$ cat config.mk
export PLATFORM = sky130hd
export DESIGN_NAME = bullet_pool
export DESIGN_NICKNAME = d
export VERILOG_FILES = /design/src/rtl/bullet_pkg.sv /design/src/rtl/bullet_slot.sv /design/src/rtl/bullet_pool.sv
export SDC_FILE = /design/constraint.sdc
export NUM_CORES = 1
export LEC_CHECK = 0
export ABC_AREA = 1
export BUFFER_PORTS_ARGS = -buffer_cell sky130_fd_sc_hd__clkbuf_2
export CORE_MARGIN = 5
export CORE_UTILIZATION = 40
export DETAILED_ROUTE_END_ITERATION = 8
export PLACE_DENSITY = 0.7
export SLEW_MARGIN = 20
export SYNTH_ARGS = -nofsm -noshare
export SYNTH_HDL_FRONTEND = slang
export SYNTH_SLANG_ARGS = --single-unit
$ cat constraint.sdc
create_clock -name frame_clk -period 3.65 [get_ports frame_clk]
set_input_delay 0.365 -clock frame_clk [delete_from_list [all_inputs] [get_ports frame_clk]]
set_output_delay 0.365 -clock frame_clk [all_outputs]
set_load 0.01 [all_outputs]
$ cat src/rtl/bullet_pkg.sv
// Shared types for the bullet pool: direction enum, keycode map, velocity struct.
// Pure declarations; no timing, no flow control.
package bullet_pkg;

    typedef enum logic [2:0] {
        DIR_NONE  = 3'd0,
        DIR_UP    = 3'd1,
        DIR_DOWN  = 3'd2,
        DIR_LEFT  = 3'd3,
        DIR_RIGHT = 3'd4
    } dir_e;

    localparam logic [7:0] KEY_UP_A    = 8'h52;
    localparam logic [7:0] KEY_UP_B    = 8'h0C;
    localparam logic [7:0] KEY_DOWN_A  = 8'h51;
    localparam logic [7:0] KEY_DOWN_B  = 8'h0E;
    localparam logic [7:0] KEY_LEFT_A  = 8'h50;
    localparam logic [7:0] KEY_LEFT_B  = 8'h0D;
    localparam logic [7:0] KEY_RIGHT_A = 8'h4F;
    localparam logic [7:0] KEY_RIGHT_B = 8'h0F;

    localparam int VEL_W = 8;

    typedef struct packed {
        logic signed [VEL_W-1:0] dx;
        logic signed [VEL_W-1:0] dy;
    } vel_t;

    function automatic dir_e key_to_dir(input logic [7:0] key);
        case (key)
            KEY_UP_A,    KEY_UP_B:    return DIR_UP;
            KEY_DOWN_A,  KEY_DOWN_B:  return DIR_DOWN;
            KEY_LEFT_A,  KEY_LEFT_B:  return DIR_LEFT;
            KEY_RIGHT_A, KEY_RIGHT_B: return DIR_RIGHT;
            default:                  return DIR_NONE;
        endcase
    endfunction

endpackage

$ cat src/rtl/bullet_slot.sv
// One bullet slot: spawn, per-frame move, wall bounce with cooldown, retirement.
// State updates one frame after inputs; no backpressure (one update per frame).
module bullet_slot
    import bullet_pkg::*;
#(
    parameter int COORD_W         = 10,
    parameter int X_MAX           = 639,
    parameter int Y_MAX           = 479,
    parameter int MAX_LIFETIME    = 120,
    parameter int BOUNCE_COOLDOWN = 10,
    parameter int MAX_BOUNCES     = 3
) (
    input  logic               i_clk,
    input  logic               i_rst,
    input  logic               i_spawn,
    input  logic [COORD_W-1:0] i_spawn_x,
    input  logic [COORD_W-1:0] i_spawn_y,
    input  vel_t               i_spawn_vel,
    input  logic               i_kill,
    input  logic               i_col_x,
    input  logic               i_col_y,
    output logic [COORD_W-1:0] o_x,
    output logic [COORD_W-1:0] o_y,
    output logic               o_active,
    output logic               o_active_nxt
);

    localparam int SW    = COORD_W + 2;
    localparam int LW    = $clog2(MAX_LIFETIME + 1);
    localparam int BCD_W = $clog2(BOUNCE_COOLDOWN + 1);
    localparam int BNC_W = $clog2(MAX_BOUNCES + 1);
    localparam logic signed [SW-1:0] XM = SW'(X_MAX);
    localparam logic signed [SW-1:0] YM = SW'(Y_MAX);
    localparam logic [LW-1:0]    LIFE_LAST = LW'(MAX_LIFETIME - 1);
    localparam logic [BCD_W-1:0] BCD_LOAD  = BCD_W'(BOUNCE_COOLDOWN);
    localparam logic [BNC_W-1:0] BNC_CAP   = BNC_W'(MAX_BOUNCES);

    logic [COORD_W-1:0] r_x, r_y, w_x, w_y;
    vel_t               r_vel, w_vel, w_bvel;
    logic [LW-1:0]      r_life, w_life;
    logic [BCD_W-1:0]   r_bcd, w_bcd;
    logic [BNC_W-1:0]   r_bnc, w_bnc;
    logic               r_active, w_active;
    logic signed [SW-1:0] w_nx, w_ny, w_bx, w_by;

    // Extra headroom bit keeps negative and >MAX results distinguishable, so no wrap.
    function automatic logic signed [SW-1:0] step_pos(input logic [COORD_W-1:0] p,
                                                      input logic signed [VEL_W-1:0] d);
        return $signed({2'b00, p}) + SW'(d);
    endfunction

    function automatic logic out_of_range(input logic signed [SW-1:0] n,
                                          input logic signed [SW-1:0] lim);
        return n[SW-1] || (n > lim);
    endfunction

    always_comb begin
        w_bvel    = r_vel;
        if (i_col_x) w_bvel.dx = -r_vel.dx;
        if (i_col_y) w_bvel.dy = -r_vel.dy;
        w_nx      = step_pos(r_x, r_vel.dx);
        w_ny      = step_pos(r_y, r_vel.dy);
        w_bx      = step_pos(r_x, w_bvel.dx);
        w_by      = step_pos(r_y, w_bvel.dy);

        w_x       = r_x;
        w_y       = r_y;
        w_vel     = r_vel;
        w_life    = r_life;
        w_bcd     = r_bcd;
        w_bnc     = r_bnc;
        w_active  = r_active;

        if (i_spawn) begin
            w_x      = i_spawn_x;
            w_y      = i_spawn_y;
            w_vel    = i_spawn_vel;
            w_life   = '0;
            w_bcd    = '0;
            w_bnc    = '0;
            w_active = 1'b1;
        end else if (r_active) begin
            if (i_kill) begin
                w_active = 1'b0;
            end else if (r_life >= LIFE_LAST) begin
                w_active = 1'b0;
            end else if (out_of_range(w_nx, XM) || out_of_range(w_ny, YM)) begin
                w_active = 1'b0;
            end else if (r_bcd == '0 && (i_col_x || i_col_y)) begin
                if (r_bnc == BNC_CAP || out_of_range(w_bx, XM) || out_of_range(w_by, YM)) begin
                    w_active = 1'b0;
                end else begin
                    w_vel  = w_bvel;
                    w_x    = w_bx[COORD_W-1:0];
                    w_y    = w_by[COORD_W-1:0];
                    w_bnc  = r_bnc + 1'b1;
                    w_bcd  = BCD_LOAD;
                    w_life = r_life + 1'b1;
                end
            end else begin
                if (r_bcd != '0) w_bcd = r_bcd - 1'b1;
                w_x    = w_nx[COORD_W-1:0];
                w_y    = w_ny[COORD_W-1:0];
                w_life = r_life + 1'b1;
            end
        end
    end

    always_ff @(posedge i_clk) begin
        if (i_rst) begin
            r_x      <= '0;
            r_y      <= '0;
            r_vel    <= '0;
            r_life   <= '0;
            r_bcd    <= '0;
            r_bnc    <= '0;
            r_active <= 1'b0;
        end else begin
            r_x      <= w_x;
            r_y      <= w_y;
            r_vel    <= w_vel;
            r_life   <= w_life;
            r_bcd    <= w_bcd;
            r_bnc    <= w_bnc;
            r_active <= w_active;
        end
    end

    assign o_x          = r_x;
    assign o_y          = r_y;
    assign o_active     = r_active;
    assign o_active_nxt = i_rst ? 1'b0 : w_active;

endmodule

$ cat src/rtl/bullet_pool.sv
// Bullet pool: lowest-free slot allocation, fire cooldown, live-slot popcount.
// Shot and motion visible one frame after request; dropped shots are not queued.
module bullet_pool
    import bullet_pkg::*;
#(
    parameter int NUM_BULLETS     = 4,
    parameter int COORD_W         = 10,
    parameter int STEP            = 2,
    parameter int X_MAX           = 639,
    parameter int Y_MAX           = 479,
    parameter int MAX_LIFETIME    = 120,
    parameter int BOUNCE_COOLDOWN = 10,
    parameter int MAX_BOUNCES     = 3,
    parameter int FIRE_COOLDOWN   = 15,
    localparam int SLW   = (NUM_BULLETS > 1) ? $clog2(NUM_BULLETS) : 1,
    localparam int CNT_W = $clog2(NUM_BULLETS + 1)
) (
    input  logic                           frame_clk,
    input  logic                           Reset,
    input  logic                           shoot,
    input  logic [7:0]                     keycode,
    input  logic [COORD_W-1:0]             playerX,
    input  logic [COORD_W-1:0]             playerY,
    input  logic [NUM_BULLETS-1:0]         collisionX,
    input  logic [NUM_BULLETS-1:0]         collisionY,
    input  logic [NUM_BULLETS-1:0]         kill,
    input  logic                           clear_all,
    output logic [NUM_BULLETS*COORD_W-1:0] BulletX,
    output logic [NUM_BULLETS*COORD_W-1:0] BulletY,
    output logic [NUM_BULLETS-1:0]         bullet_active,
    output logic                           fire_ack,
    output logic [SLW-1:0]                 fire_slot,
    output logic [CNT_W-1:0]               active_count
);

    localparam int FCD_W = $clog2(FIRE_COOLDOWN + 1);
    // Loading one less than the cooldown puts accepted shots exactly FIRE_COOLDOWN frames apart.
    localparam logic [FCD_W-1:0] FCD_LOAD = (FIRE_COOLDOWN > 0) ? FCD_W'(FIRE_COOLDOWN - 1) : '0;

    logic [FCD_W-1:0]       r_fire_cd;
    logic                   r_fire_ack;
    logic [SLW-1:0]         r_fire_slot;
    logic [CNT_W-1:0]       r_count;
    logic [SLW-1:0]         w_pick;
    logic                   w_any_free;
    logic                   w_fire;
    dir_e                   w_dir;
    vel_t                   w_vel;
    logic [NUM_BULLETS-1:0] w_act_nxt;
    logic [CNT_W-1:0]       w_cnt;

    assign w_dir      = key_to_dir(keycode);
    assign w_any_free = ~&bullet_active;
    assign w_fire     = shoot && (r_fire_cd == '0) && (w_dir != DIR_NONE)
                        && w_any_free && !clear_all;

    always_comb begin
        w_pick = '0;
        for (int i = NUM_BULLETS - 1; i >= 0; i--) begin
            if (!bullet_active[i]) w_pick = SLW'(i);
        end
    end

    always_comb begin
        w_vel = '0;
        case (w_dir)
            DIR_UP:    w_vel.dy = VEL_W'(-STEP);
            DIR_DOWN:  w_vel.dy = VEL_W'(STEP);
            DIR_LEFT:  w_vel.dx = VEL_W'(-STEP);
            DIR_RIGHT: w_vel.dx = VEL_W'(STEP);
            default:   w_vel    = '0;
        endcase
    end

    for (genvar g = 0; g < NUM_BULLETS; g++) begin : g_slot
        bullet_slot #(
            .COORD_W        (COORD_W),
            .X_MAX          (X_MAX),
            .Y_MAX          (Y_MAX),
            .MAX_LIFETIME   (MAX_LIFETIME),
            .BOUNCE_COOLDOWN(BOUNCE_COOLDOWN),
            .MAX_BOUNCES    (MAX_BOUNCES)
        ) u_slot (
            .i_clk       (frame_clk),
            .i_rst       (Reset),
            .i_spawn     (w_fire && (w_pick == SLW'(g))),
            .i_spawn_x   (playerX),
            .i_spawn_y   (playerY),
            .i_spawn_vel (w_vel),
            .i_kill      (clear_all || kill[g]),
            .i_col_x     (collisionX[g]),
            .i_col_y     (collisionY[g]),
            .o_x         (BulletX[g*COORD_W +: COORD_W]),
            .o_y         (BulletY[g*COORD_W +: COORD_W]),
            .o_active    (bullet_active[g]),
            .o_active_nxt(w_act_nxt[g])
        );
    end

    always_comb begin
        w_cnt = '0;
        for (int i = 0; i < NUM_BULLETS; i++) begin
            w_cnt = w_cnt + CNT_W'(w_act_nxt[i]);
        end
    end

    always_ff @(posedge frame_clk) begin
        if (Reset) begin
            r_fire_cd   <= '0;
            r_fire_ack  <= 1'b0;
            r_fire_slot <= '0;
            r_count     <= '0;
        end else begin
            r_fire_ack <= w_fire;
            r_count    <= w_cnt;
            if (w_fire) begin
                r_fire_cd   <= FCD_LOAD;
                r_fire_slot <= w_pick;
            end else if (r_fire_cd != '0) begin
                r_fire_cd <= r_fire_cd - 1'b1;
            end
        end
    end

    assign fire_ack     = r_fire_ack;
    assign fire_slot    = r_fire_slot;
    assign active_count = r_count;

endmodule

==> metrics.csv, run 1 <==
stage,metric,value,unit
status,outcome,"finished, violations left",
status,violations,negative setup slack,
place,hpwl,54.1,mm
cts,worstSkewPairLatency,0.57,ns
routing,via_per_inst,5.22,
worst_setup_path,path_max_fanout,5,
place,dpl_cell_area,0.0226,sq mm
global_route,grt_pass1_wl,108,mm
routing,dr.pass1.iters,6,
logic_synthesis,synthMuxAreaShare,0.103,%
logic_synthesis,syn_area_per_cell,5.99,sq um
run,cap_violations,0,
routing,vias,22323,
timing,skew,0.0426,ns
cts,clockBufferDepth,3,
timing,setup_viol,3,
worst_hold_path,hold_class,primary input to flop,
layout,design_area,0.0250,sq mm
timing,drv_slew,0,
logic_synthesis,ys_seq_elements,202,
global_route,antenna_found_initial,4,
global_route,grt_pass1_vias,20613,
worst_setup_path,critPathLaunchType,flop,
worst_setup_path,worstPathRequired,4.12,ns
layout,fin_nets,3881,
timing,finalSetupTns,-0.151,ns
logic_synthesis,yosys_warnings,0,
timing,hold_violations,0,
routing,wl_per_cell,16.3,um
routing,route.detailed.drc,0,
pwr,vdd_ir_drop_max,0.384,mV
timing,setup_ws,-0.0792,ns
cts,cts_tree,done,
cts,cts-root-buf,clkbuf_16,
die,io_pins,134,
global_route,track_usage,24.7,%
logic_synthesis,synth_area,0.0194,sq mm
logic_synthesis,synth_simple_gate_area_share,37.9,%
routing,antenna_left,0,
timing,fin_crit_sh,102,%
pwr,cellPowerDensity,224,mW/mm^2
timing,fmax,0.268,GHz
timing,worst_hold_slack,0.120,ns
logic_synthesis,synth_nets,3469,
cts,postCtsHoldBufs,0,
logic_synthesis,synth-seq-area-share,20.9,%
global_route,overflow,0,
cts,cts-htree-levels,1,
timing,fin_crit,3.73,ns
layout,final_cell_mix,"nand2_1 (869), inv_1 (394), nor2_1 (355)",
logic_synthesis,synth_top_cells_by_area,"dfxtp_1 (21%), nand2_1 (18%), ha_1 (12%)",
cts,cts.sinks,202,
routing,wl,69.7,mm
pwr,p_leak,12.9,nW
die,die_area,0.0529,sq mm
place,gp_congestion,0.987,
logic_synthesis,yosysTopAreaCell,dfxtp_1,
logic_synthesis,synth_top_family_by_area,simple AND/OR/NAND/NOR gates,
timing,worstMarginPinSlew,0.782,ns
place,port_buffers,133,
worst_setup_path,endpoint_kind,flop,
die,rows,80,
die,die_h,230,um
logic_synthesis,synth_xor_area_share,4.23,%
die,die_x,230,um
layout,drive_gt1_share,21.2,%
die,core_area,0.0478,sq mm
timing,rsz0062_at_grt,true,
layout,final_common_cell,nand2_1,
place,dp_cells,4183,
logic_synthesis,synth_cell_types,54,
worst_setup_path,critPathArrivalTime,4.20,ns
logic_synthesis,synth_fa_ha_area_share,12.6,%
global_route,grt_max_degree,46,
worst_setup_path,critPathKind,flop to flop,
timing,max_slew_margin,47.8,%
logic_synthesis,synthCells,3231,
logic_synthesis,synth_compound_area_share,14.3,%
cts,cts-buffers-inserted,25,
layout,fin_cells,4279,
logic_synthesis,synth_top_area_share,20.9,%
layout,syn2layout_area_growth,29.0,%
cts,clkTransAtPathRegs,0.06,ns
routing,drtIter0Drc,1739,
die,initial_utilization,40.5,%
state kept, by name, indices dropped and copies added, names as in the netlist:
register and flops:
active_count 3, g_slot.u_slot.o_active 4, g_slot.u_slot.r_bcd 16, g_slot.u_slot.o_y 40
r_fire_cd 4, fire_ack 1, g_slot.u_slot.r_life 28, fire_slot 2
g_slot.u_slot.o_x 40, g_slot.u_slot.r_bnc 8, g_slot.u_slot.r_vel 56
routing by layer:
layer  wire, um  vias up  track usage [%]  share of wire (%)
met3       5580      142             4.26                8.0
met2      30900      765             39.5                 44
met5          0        -                0                  0
met4       2840        0             9.79                4.1
li1           -    11340                -                  -
met1      30400    10076             33.2                 44
metrics by stage:
| step | setup WS [ns] | utilization [%] | power [W] |
|---|---|---|---|
| final | -0.0792 | 52.2 | 0.00559 |
| after CTS | -0.0414 | 50.4 | 0.00559 |
| after floorplan | 0.000295 | - | 0.00243 |
| after global routing | -0.259 | 52.2 | 0.00574 |
| after detailed placement | -0.227 | 47.3 | 0.00261 |
| after global placement | -0.221 | 47.3 | 0.00261 |
area by class of cell:
cell class                 count  area (sq um)
fill                        4817         22900
multi-input combinational   2533         14400
sequential                   202          4070
timing repair buffer         457          3110
inverter                     424          1600
tap                          615           769
clock buffer                  27           653
clock inverter                19           334
antenna                        2          5.00
critical path: stages, from the launching register on:
cell,delay [ns]
dfxtp_4,0.37
inv_2,0.06
ha_4,0.15
nand4_1,0.09
nand2_2,0.10
xor2_4,0.20
buf_4,0.16
buf_4,0.12
ha_1,0.19
a21oi_1,0.14
a21boi_2,0.19
nand3_2,0.10
nand2_1,0.07
o21ai_0,0.07
nor2_1,0.16
nand3_2,0.13
nand2_2,0.11
nand2_4,0.07
a21oi_4,0.16
fa_1,0.43
ha_2,0.20
ha_4,0.26
inv_2,0.02
nor2_1,0.07
worst paths after layout:
check,start,end,slack [ns],depth (start not counted)
min reg2reg,g_slot[1].u_slot.r_life[6],g_slot[1].u_slot.r_life[6],0.45,2
max reg2reg,g_slot[3].u_slot.r_vel[2],active_count[1],-0.08,23
min,playerY[8],g_slot[0].u_slot.o_y[8],0.12,3
max,g_slot[3].u_slot.r_vel[2],active_count[1],-0.08,23
cells in the mapped netlist, drive strengths merged:
master and count:
a21boi 2, a21o 11, a21oi 239, a22oi 1
a31oi 21, a32oi 1, and2 2, and3 5
buf 29, clkbuf 44, clkinv 6, dfxtp 202
fa 1, ha 193, inv 418, mux2i 2
nand2 945, nand3 277, nand3b 13, nand4 63
nor2 375, nor3 40, nor3b 3, nor4 1
o2111ai 1, o211ai 13, o21a 2, o21ai 190
o21bai 13, o22ai 14, o31ai 1, o32ai 2
or2 10, xnor2 23, xor2 68
cells by family (layout without fill, tap and decap cells):
group,count (synthesis),after routing
simple gates,1734,1735
compound gates,511,511
buf+inv,497,927
flops,202,202
fa+ha+maj,194,194
xor+xnor,91,91
mux,2,2
other cells,0,2
power by group:
| part | total, W | internal, W | switching (W) | leakage (nW) |
|---|---|---|---|---|
| Combinational | 0.000385 | 0.000125 | 0.000259 | 10.8 |
| Clock | 0.00299 | 0.00188 | 0.00111 | 0.479 |
| Sequential | 0.00221 | 0.00221 | 0.00000480 | 1.64 |
| Total | 0.00559 | 0.00421 | 0.00138 | 12.9 |
timing repair:
action                     in CTS  in global routing
resized for setup              84                159
pin swaps                      67                101
buffers inserted               16                 32
setup endpoints to repair       3                100
cloned                          0                  1
Power figures use the tool's default switching activity.
==> run 2, diff against run 1 <==
Settings changed: PLACE_DENSITY 0.7 to 0.68.
Clock period 3.65 ns to 3.8 ns, I/O delays scaled along.
==> run 2 against run 1 <==
  * The run now ends clean
  * Die area stayed put
  * Largest cell class unchanged
  * Global-route usage is 0.16 points lower
  * Total power is 5.9% lower
  * Critical path depth stayed put
  * Maximum frequency is 0.93% higher
  * Highest routed layer is now met5
==> metrics.csv, run 2 (synthesis results as in run 1) <==
stage,metric,value,unit
cts,worstSkewPairLatency,0.55,ns
global_route,grt_max_degree,53,
die,die_area,0.0529,sq mm
worst_setup_path,max_stage_delay,0.47,ns
global_route,grt_pass1_vias,20229,
die,die_x,230,um
routing,dr.pass1.iters,6,
global_route,antenna_found_initial,7,
global_route,track_usage,24.5,%
cts,cts-root-buf,clkbuf_16,
die,core_area,0.0478,sq mm
place,hpwl,53.3,mm
die,initial_utilization,40.5,%
worst_setup_path,rr_endpoint,active_count[1],
worst_setup_path,crit_buf_inv,4,
timing,hold_violations,0,
layout,final_common_cell,nand2_1,
worst_setup_path,critPathArrivalTime,4.17,ns
worst_setup_path,worstPathRequired,4.28,ns
timing,rsz0062_at_grt,true,
timing,fin_crit_sh,97.2,%
cts,clkTransAtPathRegs,0.06,ns
place,dpl_cell_area,0.0221,sq mm
layout,drive_gt1_share,18.5,%
worst_setup_path,critPathMostFrequentCell,inv_1,
run,cap_violations,0,
timing,fmax,0.271,GHz
worst_setup_path,critPathKind,flop to flop,
global_route,grt_pass1_wl,107,mm
worst_setup_path,crit_chain,"inv_1, ha_2, nand4_1, nand3_2, nand2_4, ha_1, inv_1, a21oi_1, o21ai_0, a21oi_2, inv_1, nand2_1, nand2_1, nor2_1, nand2_2, o21ai_4, nand2_2, a21oi_4, fa_1, ha_4, ha_4, inv_2, nor2_1",
timing,worstMarginPinSlew,0.710,ns
layout,largest_reg_flops,56,
routing,wl_per_cell,16.4,um
worst_hold_path,hold_path.startpoint,playerY[0],
die,die_h,230,um
worst_setup_path,cp_top_family,adder cells,
worst_hold_path,min_to,g_slot[3].u_slot.o_y[0],
cts,postCtsHoldBufs,0,
pwr,power.total,0.00526,W
routing,drtIter0Drc,1829,
worst_setup_path,slowest_stage,fa_1,
status,outcome,"complete, no violations",
global_route,overflow,0,
worst_setup_path,r2r-start,g_slot[0].u_slot.r_vel[2],
place,dp_slack,-0.295,ns
timing,worst_hold_slack,0.130,ns
worst_setup_path,critPathLaunchType,flop,
die,rows,80,
worst_setup_path,reg2regPathDepth,23,
cts,clockBufferDepth,3,
layout,top_register,g_slot.u_slot.r_vel,
worst_setup_path,path_max_fanout,5,
cts,cts-htree-levels,1,
pwr,p_leak,12.5,nW
die,io_pins,134,
pwr,vdd_ir_drop_max,0.279,mV
timing,skew,0.0153,ns
routing,route.detailed.drc,0,
worst_setup_path,reg2reg_slack,0.11,ns
routing,antenna_left,0,
place,gp_congestion,0.965,
routing,via_per_inst,5.22,
timing,drv_slew,0,
cts,cts_tree,done,
cts,cts.sinks,202,
routing,wl,68.9,mm
place,port_buffers,133,
timing,setup_viol,0,
layout,final_cell_mix,"nand2_1 (886), inv_1 (398), nor2_1 (356)",
cts,cts-buffers-inserted,26,
worst_hold_path,whs_path_depth,3,
timing,max_slew_margin,52.6,%
timing,setup_ws,0.105,ns
layout,syn2layout_area_growth,25.0,%
worst_setup_path,endpoint_kind,flop,
layout,fin_nets,3813,
timing,fin_crit,3.69,ns
worst_hold_path,hold_class,primary input to flop,
pwr,cellPowerDensity,217,mW/mm^2
routing,vias,21993,
layout,design_area,0.0242,sq mm
[run 2: changes by cell type in the layout (fill, tap and decap cells not counted), sizes merged]
cell,delta
clkinvlp,+1
buf,-68
diode,-1
nand2,-1
inv,-2
clkinv,+2
bufinv,-3
clkbuf,+4
[run 2: repair_timing]
item | 4_1_cts | 5_1_grt
setup buffers | 15 | 19
pin swaps | 27 | 99
setup endpoints to repair | 3 | 54
gates resized for setup | 46 | 150
[run 2: stage by stage]
step	TNS (ns)	util [%]	std cells
3_3_place_gp	-0.715	46.3	4128
4_1_cts	0	49.0	4191
5_1_grt	-0.223	50.6	4211
3_5_place_dp	-0.734	46.3	4128
6_report	0	50.6	4211
2_1_floorplan	0	-	3231
[run 2: routing by layer]
| metal | share of wire [%] | vias up | GRT usage [%] |
|---|---|---|---|
| met5 | 0.019 | - | 0 |
| met4 | 4.3 | 2 | 9.77 |
| met3 | 7.5 | 150 | 3.79 |
| met2 | 44 | 735 | 38.8 |
| met1 | 44 | 9907 | 33.6 |
| li1 | - | 11199 | - |
[run 2: final cells by class]
| type | count | area, sq um |
|---|---|---|
| fill | 4861 | 23600 |
| multi-input combinational | 2532 | 14200 |
| sequential | 202 | 4060 |
| timing repair buffer | 389 | 2600 |
| inverter | 424 | 1600 |
| tap | 615 | 769 |
| clock buffer | 31 | 731 |
| clock inverter | 17 | 234 |
| antenna | 1 | 2.50 |
[run 2: worst min-delay path, stage by stage]
cell and delay (ns):
clkbuf_2 0.07, inv_1 0.07, a21oi_1 0.12
[run 2: worst max-delay path by stage]
stage	from	end	cells after the start	slack, ns
floorplan	g_slot[3].u_slot.r_vel[10]	active_count[1]	23	0.04
detailed placement	g_slot[1].u_slot.r_vel[9]	active_count[1]	24	-0.29
finish	g_slot[0].u_slot.r_vel[2]	active_count[1]	23	0.11
global route	g_slot[0].u_slot.r_vel[10]	active_count[1]	22	-0.1
CTS	g_slot[3].u_slot.r_vel[9]	active_count[1]	20	0.003
global placement	g_slot[1].u_slot.r_vel[9]	active_count[1]	23	-0.29
[run 2: report_power, final]
| part | internal, W | switching [W] |
|---|---|---|
| combinational | 0.000108 | 0.000243 |
| clock | 0.00172 | 0.00106 |
| sequential | 0.00212 | 0.00000486 |
| total | 0.00395 | 0.00131 |
